<file path="config.mk">
export PLATFORM = sky130hd
export DESIGN_NAME = multi_pulse_gen
export DESIGN_NICKNAME = d
export VERILOG_FILES = /design/src/rtl/multi_pulse_gen_pkg.sv /design/src/rtl/multi_pulse_gen_ch.sv /design/src/rtl/multi_pulse_gen.sv
export SDC_FILE = /design/constraint.sdc
export NUM_CORES = 1
export LEC_CHECK = 0
export ABC_AREA = 1
export CAP_MARGIN = 20
export CORE_ASPECT_RATIO = 1.4
export CORE_UTILIZATION = 26
export CTS_CLUSTER_DIAMETER = 30
export DETAILED_ROUTE_END_ITERATION = 7
export GPL_TIMING_DRIVEN = 0
export SETUP_SLACK_MARGIN = 0.02
export SYNTH_ARGS = -nofsm -noshare
export SYNTH_HDL_FRONTEND = slang
export SYNTH_SLANG_ARGS = --single-unit
</file>
<file path="constraint.sdc">
create_clock -name clk_in -period 6.12 [get_ports clk_in]
set_input_delay 1.224 -clock clk_in [delete_from_list [all_inputs] [get_ports clk_in]]
set_output_delay 1.224 -clock clk_in [all_outputs]
set_load 0.01 [all_outputs]
</file>
<file path="src/rtl/multi_pulse_gen_pkg.sv">
// Shared types and constants for the multi-channel burst waveform generator.
// Holds the per-channel state encoding, the default widths, and the phase
// sequencing helper that decides which phase follows a given one when some
// phases have zero length.
package multi_pulse_gen_pkg;

  localparam int DEF_NUM_CH = 4;
  localparam int DEF_CNT_W  = 16;
  localparam int DEF_REP_W  = 8;

  typedef enum logic [1:0] {
    IDLE = 2'd0,
    LO1  = 2'd1,
    HI   = 2'd2,
    LO2  = 2'd3
  } pg_state_e;

  // Next non-empty phase after 'cur' within one burst; IDLE means the burst
  // has no further phase. Calling it with cur = IDLE yields the first phase.
  function automatic pg_state_e next_phase(
    input pg_state_e cur,
    input logic      nz_lo1,
    input logic      nz_hi,
    input logic      nz_lo2
  );
    pg_state_e nxt;
    nxt = IDLE;
    case (cur)
      IDLE: begin
        if (nz_lo1)      nxt = LO1;
        else if (nz_hi)  nxt = HI;
        else if (nz_lo2) nxt = LO2;
        else             nxt = IDLE;
      end
      LO1: begin
        if (nz_hi)       nxt = HI;
        else if (nz_lo2) nxt = LO2;
        else             nxt = IDLE;
      end
      HI: begin
        if (nz_lo2)      nxt = LO2;
        else             nxt = IDLE;
      end
      LO2: begin
        nxt = IDLE;
      end
      default: begin
        nxt = IDLE;
      end
    endcase
    return nxt;
  endfunction

endpackage

</file>
<file path="src/rtl/multi_pulse_gen_ch.sv">
// One waveform channel: start edge detection, parameter latching, the
// IDLE/LO1/HI/LO2 sequencer with its phase and repeat down-counters, and the
// registered waveform/status outputs.
//
// Timing: a start rising edge seen at edge N latches the lengths and arms a
// launch; at edge N+1 the channel enters its first non-empty phase (or, when
// every length is zero, pulses done without ever going active).
import multi_pulse_gen_pkg::*;

module pulse_gen_ch #(
  parameter int CNT_W = DEF_CNT_W,
  parameter int REP_W = DEF_REP_W
) (
  input  logic             clk_in,
  input  logic             rst,
  input  logic             start,
  input  logic             abort,
  input  logic [CNT_W-1:0] len_lo1,
  input  logic [CNT_W-1:0] len_hi,
  input  logic [CNT_W-1:0] len_lo2,
  input  logic [REP_W-1:0] rep_cnt,
  output logic             wave_out,
  output logic             wave_oe,
  output logic             busy,
  output logic             done
);

  // Length of a given phase taken from the latched burst parameters.
  function automatic logic [CNT_W-1:0] phase_len(
    input pg_state_e        st,
    input logic [CNT_W-1:0] l_lo1,
    input logic [CNT_W-1:0] l_hi,
    input logic [CNT_W-1:0] l_lo2
  );
    logic [CNT_W-1:0] len;
    len = '0;
    case (st)
      LO1:     len = l_lo1;
      HI:      len = l_hi;
      LO2:     len = l_lo2;
      default: len = '0;
    endcase
    return len;
  endfunction

  // Start history. hist_valid stays 0 for the first sample after reset so a
  // start already high at reset release is absorbed as history, not an edge.
  logic start_prev;
  logic hist_valid;
  logic rise;

  // Burst parameters captured on an accepted start edge.
  logic [CNT_W-1:0] lo1_lat;
  logic [CNT_W-1:0] hi_lat;
  logic [CNT_W-1:0] lo2_lat;
  logic             nz_lo1;
  logic             nz_hi;
  logic             nz_lo2;

  // Sequencer state.
  pg_state_e        state;
  logic             launch;
  logic [CNT_W-1:0] cnt;
  logic [REP_W-1:0] rep_left;
  logic             accept;

  // Next-state values.
  pg_state_e        nxt_state;
  pg_state_e        tgt;
  logic [CNT_W-1:0] nxt_cnt;
  logic [REP_W-1:0] nxt_rep;
  logic             nxt_done;
  logic             nxt_launch;

  // Rising-edge qualification and zero-length flags of the latched phases.
  always_comb begin
    rise   = hist_valid & start & ~start_prev;
    accept = rise & ~abort & ~launch & (state == IDLE);
    nz_lo1 = |lo1_lat;
    nz_hi  = |hi_lat;
    nz_lo2 = |lo2_lat;
  end

  // Start history register.
  always_ff @(posedge clk_in) begin
    if (rst) begin
      start_prev <= 1'b0;
      hist_valid <= 1'b0;
    end else begin
      start_prev <= start;
      hist_valid <= 1'b1;
    end
  end

  // Capture the phase lengths when a burst sequence is accepted.
  always_ff @(posedge clk_in) begin
    if (rst) begin
      lo1_lat <= '0;
      hi_lat  <= '0;
      lo2_lat <= '0;
    end else if (accept) begin
      lo1_lat <= len_lo1;
      hi_lat  <= len_hi;
      lo2_lat <= len_lo2;
    end else begin
      lo1_lat <= lo1_lat;
      hi_lat  <= hi_lat;
      lo2_lat <= lo2_lat;
    end
  end

  // Sequencer next-state: abort first, then a pending launch, then the
  // idle edge check, then phase countdown and burst/phase advance.
  always_comb begin
    nxt_state  = state;
    nxt_cnt    = cnt;
    nxt_rep    = rep_left;
    nxt_done   = 1'b0;
    nxt_launch = 1'b0;
    tgt        = IDLE;
    if (abort) begin
      nxt_state = IDLE;
      nxt_cnt   = '0;
      nxt_rep   = '0;
    end else if (launch) begin
      tgt       = next_phase(IDLE, nz_lo1, nz_hi, nz_lo2);
      nxt_state = tgt;
      if (tgt == IDLE) begin
        nxt_done = 1'b1;
      end else begin
        nxt_cnt = phase_len(tgt, lo1_lat, hi_lat, lo2_lat) - CNT_W'(1);
      end
    end else if (state == IDLE) begin
      nxt_launch = accept;
      if (accept) begin
        // rep_left holds the bursts still to run after the current one.
        nxt_rep = (rep_cnt == '0) ? '0 : (rep_cnt - REP_W'(1));
      end else begin
        nxt_rep = rep_left;
      end
    end else if (cnt != '0) begin
      nxt_cnt = cnt - CNT_W'(1);
    end else begin
      tgt = next_phase(state, nz_lo1, nz_hi, nz_lo2);
      if (tgt != IDLE) begin
        nxt_state = tgt;
        nxt_cnt   = phase_len(tgt, lo1_lat, hi_lat, lo2_lat) - CNT_W'(1);
      end else if (rep_left != '0) begin
        // Next burst starts immediately; at least one phase is non-empty
        // because the channel is active.
        nxt_rep   = rep_left - REP_W'(1);
        tgt       = next_phase(IDLE, nz_lo1, nz_hi, nz_lo2);
        nxt_state = tgt;
        nxt_cnt   = phase_len(tgt, lo1_lat, hi_lat, lo2_lat) - CNT_W'(1);
      end else begin
        nxt_state = IDLE;
        nxt_done  = 1'b1;
      end
    end
  end

  // Sequencer registers and outputs, all driven from the next state.
  always_ff @(posedge clk_in) begin
    if (rst) begin
      state    <= IDLE;
      launch   <= 1'b0;
      cnt      <= '0;
      rep_left <= '0;
      wave_out <= 1'b0;
      wave_oe  <= 1'b0;
      busy     <= 1'b0;
      done     <= 1'b0;
    end else begin
      state    <= nxt_state;
      launch   <= nxt_launch;
      cnt      <= nxt_cnt;
      rep_left <= nxt_rep;
      wave_out <= (nxt_state == HI);
      wave_oe  <= (nxt_state != IDLE);
      busy     <= (nxt_state != IDLE);
      done     <= nxt_done;
    end
  end

endmodule

</file>
<file path="src/rtl/multi_pulse_gen.sv">
// Multi-channel burst waveform generator. Each channel is an independent
// pulse_gen_ch; the top only slices the packed per-channel buses.
import multi_pulse_gen_pkg::*;

module multi_pulse_gen #(
  parameter int NUM_CH = DEF_NUM_CH,
  parameter int CNT_W  = DEF_CNT_W,
  parameter int REP_W  = DEF_REP_W
) (
  input  logic                    clk_in,
  input  logic                    rst,
  input  logic [NUM_CH-1:0]       start,
  input  logic [NUM_CH-1:0]       abort,
  input  logic [NUM_CH*CNT_W-1:0] len_lo1,
  input  logic [NUM_CH*CNT_W-1:0] len_hi,
  input  logic [NUM_CH*CNT_W-1:0] len_lo2,
  input  logic [NUM_CH*REP_W-1:0] rep_cnt,
  output logic [NUM_CH-1:0]       wave_out,
  output logic [NUM_CH-1:0]       wave_oe,
  output logic [NUM_CH-1:0]       busy,
  output logic [NUM_CH-1:0]       done
);

  for (genvar g = 0; g < NUM_CH; g++) begin : g_ch
    pulse_gen_ch #(
      .CNT_W (CNT_W),
      .REP_W (REP_W)
    ) u_ch (
      .clk_in   (clk_in),
      .rst      (rst),
      .start    (start[g]),
      .abort    (abort[g]),
      .len_lo1  (len_lo1[g*CNT_W +: CNT_W]),
      .len_hi   (len_hi[g*CNT_W +: CNT_W]),
      .len_lo2  (len_lo2[g*CNT_W +: CNT_W]),
      .rep_cnt  (rep_cnt[g*REP_W +: REP_W]),
      .wave_out (wave_out[g]),
      .wave_oe  (wave_oe[g]),
      .busy     (busy[g]),
      .done     (done[g])
    );
  end

endmodule
</file>
Word level (Yosys, flattened, before mapping)
Index checks and enable logic that the tools add are counted.
{"block": "op_classes", "eq_ne": 72, "n_addsub": 24, "n_reduce_logical": 64, "bitwise_logic": 36, "mux": 229}
{"cell": "16-bit 2-to-1 mux", "n": 80}
{"cell": "16-bit case mux with 3 select lines", "n": 12}
{"cell": "16-bit by 1-bit subtractor with 16-bit output, second input constant", "n": 16}
{"cell": "8-bit 2-to-1 mux", "n": 24}
{"cell": "16-bit OR reduction", "n": 12}
{"cell": "2-bit 2-to-1 mux", "n": 84}
{"cell": "2-bit equality test, second input constant", "n": 36}
{"cell": "16-bit nonzero test", "n": 4}
{"cell": "8-bit by 1-bit subtractor with 8-bit output, second input constant", "n": 8}
{"cell": "2-bit by 1-bit equality test with 1-bit output, second input constant", "n": 16}
{"cell": "8-bit logical NOT", "n": 4}
{"cell": "2-bit by 1-bit != test with 1-bit output, second input constant", "n": 16}
{"cell": "8-bit nonzero test", "n": 4}
{"cell": "1-bit 2-to-1 mux", "n": 25}
{"cell": "2-bit case mux with 3 select lines", "n": 4}
{"cell": "2-bit nonzero test", "n": 12}
{"cell": "1-bit AND", "n": 20}
{"cell": "5-bit AND reduction", "n": 4}
{"cell": "2-bit logical NOT", "n": 8}
{"cell": "1-bit NOT", "n": 16}
{"cell": "4-bit nonzero test", "n": 4}
{"cell": "4-bit OR reduction", "n": 4}
{"cell": "3-bit AND reduction", "n": 4}
{"cell": "2-bit != test, second input constant", "n": 4}
{"cell": "2-bit OR reduction", "n": 4}
{"block": "word_totals", "reg_bits": 317, "input_bits": 234, "out_inout_bits": 16}

Longest topological paths before layout
Gate-level depths: netlist of run 1.
{"block": "depth", "depth_word": 28, "ltp_mapped": 24, "ltp_nobuf": 24}

Modules after synthesis
From an unflattened synthesis of run 1, not the netlist that was laid out.
{"block": "unflattened", "hier_cells": 3584, "area_unflattened_um2": 22281.4}
{"module": "pulse_gen_ch (g_ch[0].u_ch ...)", "instances": 2, "area_each_um2": 5595.4, "cells_each": 887, "seq_area_each_um2": 1601.5}
{"module": "pulse_gen_ch (g_ch[2].u_ch ...)", "instances": 2, "area_each_um2": 5545.3, "cells_each": 905, "seq_area_each_um2": 1601.5}

Worst setup path before layout of run 1
Ideal clock, no wire load.
{"block": "synth_path", "kind": "input to register", "from": "in rep_cnt[16]", "to": "reg g_ch[2].u_ch.rep_left[6]", "cell_stages": 11, "path_slack_ps": 3332, "arrival_time_ps": 2668, "setup_time_ps": 119, "path_cell_list": "inv_1 -> ha_1 -> nand2_1 -> inv_1 -> nand2_1 -> or2_2 -> o21ai_1 -> inv_1 -> a32o_1 -> o21ai_0 -> a21oi_1"}
{"block": "synth_between", "elab_chain_len": 4, "word_cells_on_any_way": 5, "cone_classes": "1 x add/sub; 3 x mux; 1 x reduce/logical"}
{"element": "start, declared", "line": "multi_pulse_gen.sv:17", "text": "input logic [NUM_CH*REP_W-1:0] rep_cnt,"}
{"element": "8-bit by 1-bit subtractor with 8-bit output / 8-bit logical NOT (equally long branches)", "line": "multi_pulse_gen_ch.sv:137", "text": "nxt_rep = (rep_cnt == '0) ? '0 : (rep_cnt - REP_W'(1));"}
{"element": "8-bit 2-to-1 mux (*)", "line": "multi_pulse_gen_ch.sv:137"}
{"element": "8-bit 2-to-1 mux (*)", "line": "multi_pulse_gen_ch.sv:135", "text": "if (accept) begin"}
{"element": "8-bit 2-to-1 mux (*)", "line": "multi_pulse_gen_ch.sv:133", "text": "end else if (state == IDLE) begin"}
{"element": "end signal, assigned", "line": "multi_pulse_gen_ch.sv:177", "text": "rep_left <= nxt_rep;"}
{"element": "end, declared", "line": "multi_pulse_gen_ch.sv:64", "text": "logic [REP_W-1:0] rep_left;"}
Every way passes the cells marked *; elsewhere a longest branch is shown, timed or not. The select of a mux whose other input is x is not followed.
A chain may end at the register's enable or synchronous reset.

==> summary.txt, run 1 <==
Synthesis
  – Warnings from Yosys: 0
  – Area contributors post-synth: dfxtp_1, nand2_1, nor2_1
  – Top FF cell, synth: dfxtp_1
  – Post-synthesis sequential area ratio: 29.6%
  – Mapped Cells: 3440
  – Synth Area in Compound Gates: 17.5%
  – Post-synth cell types: 58
  – Syn Nets: 3698
  – Yosys reg bits: 317
  – Synthesized area per cell: 6.24 um2
  – Multiplexer share of the synthesized area: 0%
  – Post-Synth XOR/XNOR Area: 3.88%
  – Largest family of logic cells by synthesized area: simple AND/OR/NAND/NOR gates
  – Post-Syn Area: 21500 um2
  – Synth Area in Adders: 1.40%
  – Simple-gate share of the synthesized area: 37.4%
  – Share of the synthesized area in the top cell type: 29.6%
  – Fraction of registers with async set/reset: 0%
  – Number of flops mapped to enable cells by yosys: 0
  – Yosys top cell by area: dfxtp_1

Route
  – Via count: 23573
  – Post-route DRC: 0
  – Drt first-iter violations: 1347
  – Drt first pass iters: 8
  – Drt wl/cell: 17.0 um
  – Routed Antenna Nets: 0
  – Final WL: 83.5 mm
  – Vias/cell: 4.79

Timing
  – Fmax: 0.272 GHz
  – Final period util: 60.1%
  – WHS: 0.471 ns
  – Final hold violation count: 0
  – RSZ-0062 raised after global routing: false
  – Final Setup Violations: 0
  – Clk_skew: 0.0545 ns
  – Setup tns final: 0 ns
  – Slew margin rel.: 33.0%
  – Slew @ Worst Pin: 1.00 ns
  – Final max-slew violation count: 0
  – Minimum clock period: 3.68 ns

Worst setup path
  – Crit-path max FO: 10
  – CP Capture Type: flip-flop
  – CP max-delay cell: clkbuf_1
  – Arr. time, crit path: 4.24 ns
  – CP peak stage delay: 0.75 ns
  – Crit-path cells: clkdlybuf4s50_1 > clkbuf_1 > buf_8 > inv_1 > clkbuf_1 > clkbuf_1 > o21ai_0 > a21oi_1
  – CP Class: in -> reg
  – CP required: 6.68 ns
  – Kind of start point of the critical path: primary input
  – CP dominant cell by count: clkbuf_1

Die
  – Die height: 342 um
  – Die W: 245 um
  – Die ar.: 83700 um2
  – Core Area: 81800 um2
  – # IOs: 250
  – Cell row count: 124
  – Initial Util: 26.2%

Layout
  – Area Growth Syn to Fin: 32.0%
  – Layout Nets: 4036
  – Layout cells sized above 1: 10.9%
  – Layout Cells excl Fill: 4922

Global route
  – GRT overflow: 0
  – Initial antenna violation count: 16
  – Vias in the first global route: 23109
  – Largest net degree at the start of global routing: 15
  – Total track usage: 19.8%
  – First-pass GRT wire length: 129 mm

Clock network
  – Cts hold-fix bufs: 0
  – Sink Count: 317
  – Setup Buffers After CTS: 0
  – Htree depth: 3
  – CTS tree: done
  – Clk root buf: clkbuf_16
  – Num CTS Buffers: 85
  – Post-CTS Resized: 0
  – Clock transition at path regs: 0.05 ns
  – Clock latency on the worst-skew pair: 0.66 ns
  – Max clock buf depth: 3

Worst hold path
  – HP Class: reg -> reg

Placement
  – Post-DP HPWL: 67.1 mm
  – DP Cell Count: 4762
  – I/O Buffers: 249
  – Placer Congestion: 0.945

Pwr
  – Power Density: 324 nW/um2
  – Total power: 9.17 mW
  – Worst IR Drop VDD: 0.220 mV
  – Leakage: 12.8 nW

Outcome
  – Status: finished clean

Job
  – Max Cap Violations: 0
==> cell families after synthesis <==
group | count (synthesis)
and+or+nand+nor | 1785
AOI/OAI and AO/OA | 709
buffers and inverters | 510
DFF | 317
xor gates and xnor gates | 95
adders and majority gates | 24
==> synth_stat cells, types with 4 or more instances <==
| library cell | count |
|---|---|
| nand2_1 | 761 |
| nor2_1 | 545 |
| o21ai_0 | 343 |
| inv_1 | 338 |
| dfxtp_1 | 317 |
| a21oi_1 | 265 |
| nand3_1 | 178 |
| xor2_1 | 70 |
| clkbuf_1 | 65 |
| nand4_1 | 61 |
| nor2_2 | 55 |
| nand2_2 | 32 |
| nand3b_1 | 30 |
| inv_2 | 29 |
| o22ai_1 | 29 |
| nor3_1 | 27 |
| xnor2_1 | 25 |
| ha_1 | 24 |
| nand3_2 | 24 |
| buf_6 | 22 |
| buf_2 | 20 |
| buf_4 | 19 |
| o21ai_1 | 17 |
| nor4_1 | 16 |
| nor2_4 | 15 |
| a211oi_1 | 9 |
| a31oi_1 | 9 |
| buf_1 | 7 |
| nand2_4 | 7 |
| nor3_2 | 7 |
| nor3_4 | 6 |
| o211ai_1 | 6 |
| and2_1 | 5 |
| a211oi_2 | 4 |
| a21boi_0 | 4 |
| a221oi_1 | 4 |
| clkinv_1 | 4 |
| or2_2 | 4 |
==> area by class of cell <==
type	count	area, um2
Fill cell	8864	53400
Multi-Input combinational cell	2613	12900
Sequential cell	317	6350
Timing Repair Buffer	251	2520
Clock buffer	99	2290
Inverter	376	1420
Tap cell	1071	1340
Buffer	134	766
Clock inverter	60	704
Antenna cell	1	2.50
==> worst max-delay path: cells and delay by family <==
| family | cells | cell delay [ns] |
|---|---|---|
| buf+inv | 6 | 2.52 |
| compound gates | 2 | 0.48 |
==> placed cells by master, fill, tap and decap left out, types with 13 or more instances in the layout <==
master / count
clkdlybuf4s50_1: 249
buf_6: 22
xnor2_1: 25
nand3b_1: 30
a21oi_1: 265
nand4_1: 61
nand2_2: 32
o21ai_0: 343
nor4_1: 16
inv_2: 29
nor2_2: 55
ha_1: 24
nand3_1: 178
nand3_2: 24
buf_2: 20
clkbuf_16: 85
xor2_1: 70
nand2_1: 761
clkinv_2: 19
clkinv_4: 13
nor2_1: 545
clkbuf_1: 68
nor2_4: 15
dfxtp_1: 317
nor3_1: 27
inv_1: 338
buf_4: 19
o21ai_1: 17
o22ai_1: 29
==> metrics by stage <==
stage | utilization, % | area [um2] | setup WS, ns
floorplan | - | 21500 | 3.33
global placement | 30.9 | 25300 | 1.61
detailed placement | 31.0 | 25300 | 1.76
CTS | 34.6 | 28300 | 2.42
global route | 34.6 | 28300 | 2.30
finish | 34.6 | 28300 | 2.44
==> path summary, 6_finish.rpt <==
path,cells after the start,slack (ns),endpoint,from
setup / recovery,8,2.44,g_ch[3].u_ch.lo1_lat[2],rst
setup reg to reg,15,2.97,g_ch[3].u_ch.cnt[4],g_ch[3].u_ch.lo2_lat[7]
hold / removal,2,0.47,g_ch[3].u_ch.lo1_lat[10],g_ch[3].u_ch.lo1_lat[10]
hold reg to reg,2,0.47,g_ch[3].u_ch.lo1_lat[10],g_ch[3].u_ch.lo1_lat[10]
==> power breakdown <==
part	switching [mW]	internal [mW]	leakage [nW]
logic	1.53	0.846	8.76
clock network	1.58	2.98	1.44
registers	0.0837	2.15	2.58
total	3.19	5.98	12.8
==> sequential cells by signal, indices dropped and copies added, names as in the netlist <==
name,cells
g_ch.u_ch.cnt,64
g_ch.u_ch.hi_lat,64
g_ch.u_ch.lo1_lat,64
g_ch.u_ch.lo2_lat,64
g_ch.u_ch.rep_left,32
g_ch.u_ch.state,8
g_ch.u_ch.done,4
g_ch.u_ch.launch,4
g_ch.u_ch.start_prev,4
g_ch.u_ch.wave_oe,4
g_ch.u_ch.wave_out,4
g_ch.u_ch.hist_valid,1
==> metal layers <==
metal  track usage [%]  vias up  wire length (um)
met3              3.92      243              5170
met5                 0        -               112
li1                  -    11902                 -
met1              22.6    10665             33600
met2              34.3      745             40400
met4              11.2       18              4170
No activity file was read; power rests on OpenSTA's default activity.
==> inputs of run 2 (changes only) <==
==> constraint.sdc (replaced) <==
create_clock -name clk_in -period 3.3 [get_ports clk_in]
set_input_delay 0.66 -clock clk_in [delete_from_list [all_inputs] [get_ports clk_in]]
set_output_delay 0.66 -clock clk_in [all_outputs]
set_load 0.01 [all_outputs]
==> run 2 against run 1 <==
Against the previous run:
- combinational power increased by 86%
- critical path type unchanged
- largest cell class unchanged
- clock-buffer cell count did not move
- total power grew 86%
- non-clock buffer count did not move
- flip-flop and latch count did not move
==> summary.txt, run 2 (synthesized netlist as in run 1, its figures left out) <==
Clock network
  – Clock transition at path regs: 0.05 ns (about the same)
  – Max clock buf depth: 3 (unchanged)
  – Cts hold-fix bufs: 0 (unchanged)
  – Htree depth: 3 (unchanged)
  – CTS tree: done
  – Sink Count: 317 (unchanged)
  – Clock latency on the worst-skew pair: 0.66 ns (about the same)
  – Num CTS Buffers: 85 (unchanged)
  – Clk root buf: clkbuf_16

Timing
  – RSZ-0062 raised after global routing: true
  – WHS: 0.471 ns (+0.00000100 ns)
  – Clk_skew: 0.0548 ns (+0.000308 ns)
  – Final hold violation count: 0 (unchanged)
  – Final worst slack: 0.218 ns (-2.22 ns)
  – Slew @ Worst Pin: 1.01 ns (+0.00584 ns)
  – Final period util: 93.4%
  – Final Setup Violations: 0 (unchanged)
  – Minimum clock period: 3.08 ns
  – Setup tns final: 0 ns (unchanged)
  – Fmax: 0.324 GHz
  – Final max-slew violation count: 0 (unchanged)
  – Slew margin rel.: 32.6% (-0.39 points)

Layout
  – Layout Nets: 4036 (unchanged)
  – Most common cell after layout, fill and taps aside: nand2_1
  – Final core utilization: 34.7% (about the same)
  – Area Growth Syn to Fin: 32.0% (about the same)
  – Post-route cell area: 28300 um2 (about the same)
  – Commonest non-fill, non-tap cells in the layout: nand2_1, nor2_1, o21ai_0
  – Layout fillers: 8865 (+0.011%)
  – Layout Cells excl Fill: 4923 (+0.020%)
  – Layout cells sized above 1: 10.9% (+0.052 points)

Route
  – Drt wl/cell: 16.9 um (about the same)
  – Routed Antenna Nets: 0 (unchanged)
  – Via count: 23595 (+0.093%)
  – Drt first-iter violations: 1328 (-1.4%)
  – Final WL: 83.4 mm (about the same)
  – Post-route DRC: 0 (unchanged)
  – Vias/cell: 4.79 (about the same)
  – Drt first pass iters: 7 (-1)

Worst setup path
  – CP Capture Type: flip-flop
  – CP Class: in -> reg
  – CP required: 3.86 ns (-2.82 ns)
  – Kind of start point of the critical path: primary input
  – Crit-path max FO: 10 (unchanged)
  – Arr. time, crit path: 3.65 ns (-0.59 ns)

Die
  – Die height: 342 um (unchanged)
  – Initial Util: 26.2% (unchanged)
  – Die ar.: 83700 um2 (unchanged)
  – Core Area: 81800 um2 (unchanged)
  – # IOs: 250 (unchanged)
  – Die W: 245 um (unchanged)
  – Cell row count: 124 (unchanged)

Global route
  – Vias in the first global route: 23120 (+0.048%)
  – First-pass GRT wire length: 129 mm (about the same)
  – Total track usage: 19.8% (about the same)
  – GRT overflow: 0 (unchanged)
  – Largest net degree at the start of global routing: 15 (unchanged)
  – Initial antenna violation count: 16 (unchanged)

Pwr
  – Power Density: 601 nW/um2 (+85%)
  – Leakage: 12.8 nW (about the same)
  – Worst IR Drop VDD: 0.409 mV (+85%)
  – Total power: 17.0 mW (+86%)

Placement
  – Post-DP HPWL: 67.1 mm (unchanged)
  – I/O Buffers: 249 (unchanged)
  – Post-DP Area: 25300 um2 (unchanged)
  – Placer Congestion: 0.945 (unchanged)
  – Place WS: -0.495 ns (-2.26 ns)
  – DP Cell Count: 4762 (unchanged)

Job
  – Max Cap Violations: 0 (unchanged)

Outcome
  – Status: finished clean

Worst hold path
  – HP Class: reg -> reg
==> run 2: cell types whose count changed in the layout (fill, tap and decap cells not counted) <==
cell     previous run  this run
nand2_2            32        33
diode_2             1         2
nor2_1            545       544
nand2_1           761       760
nor2_4             15        16
==> run 2: cell type report <==
| cell class | count | area, um2 | area share (%) |
|---|---|---|---|
| Antenna cell | 2 | 5.00 | 0.0177 |
| Timing Repair Buffer | 251 | 2520 | 8.90 |
| Sequential cell | 317 | 6350 | 22.4 |
| Inverter | 376 | 1420 | 5.02 |
| Clock buffer | 99 | 2290 | 8.08 |
| Tap cell | 1071 | 1340 | 4.73 |
| Clock inverter | 60 | 704 | 2.49 |
| Multi-Input combinational cell | 2613 | 12900 | 45.7 |
| Buffer | 134 | 766 | 2.70 |
==> run 2: worst paths after layout <==
path / start / slack, ns / depth (start not counted) / endpoint
min: g_ch[3].u_ch.lo1_lat[10] / 0.47 / 2 / g_ch[3].u_ch.lo1_lat[10]
max reg2reg: g_ch[1].u_ch.hi_lat[2] / 0.27 / 22 / g_ch[1].u_ch.cnt[12]
min reg2reg: g_ch[3].u_ch.lo1_lat[10] / 0.47 / 2 / g_ch[3].u_ch.lo1_lat[10]
max: rst / 0.22 / 8 / g_ch[3].u_ch.lo1_lat[2]
==> run 2: metal layers <==
metal  share of wire, %  global-route usage [%]  up-vias  wire [um]
li1                   -                       -    11902          -
met1                 40                    22.6    10720      33800
met2                 48                    34.4      716      40400
met3                6.0                    3.92      241       5020
met4                5.0                    11.1       16       4180
met5               0.12                       0        -        103
==> run 2: what timing repair did <==
item | 4_1_cts | 5_1_grt
endpoints found under the setup margin | 0 | 10
setup buffers | 0 | 0
resized for setup | 0 | 3
==> run 2: report_power, final <==
part	internal, mW	switching (mW)
clock	5.53	2.94
sequential	3.99	0.156
combinational	1.57	2.84
total	11.1	5.93
==> run 2: critical path, stage by stage <==
cell and delay [ns]:
clkdlybuf4s50_1 0.47, clkbuf_1 0.32, buf_8 0.25, inv_1 0.09, clkbuf_1 0.62, clkbuf_1 0.74, o21ai_0 0.30, a21oi_1 0.18
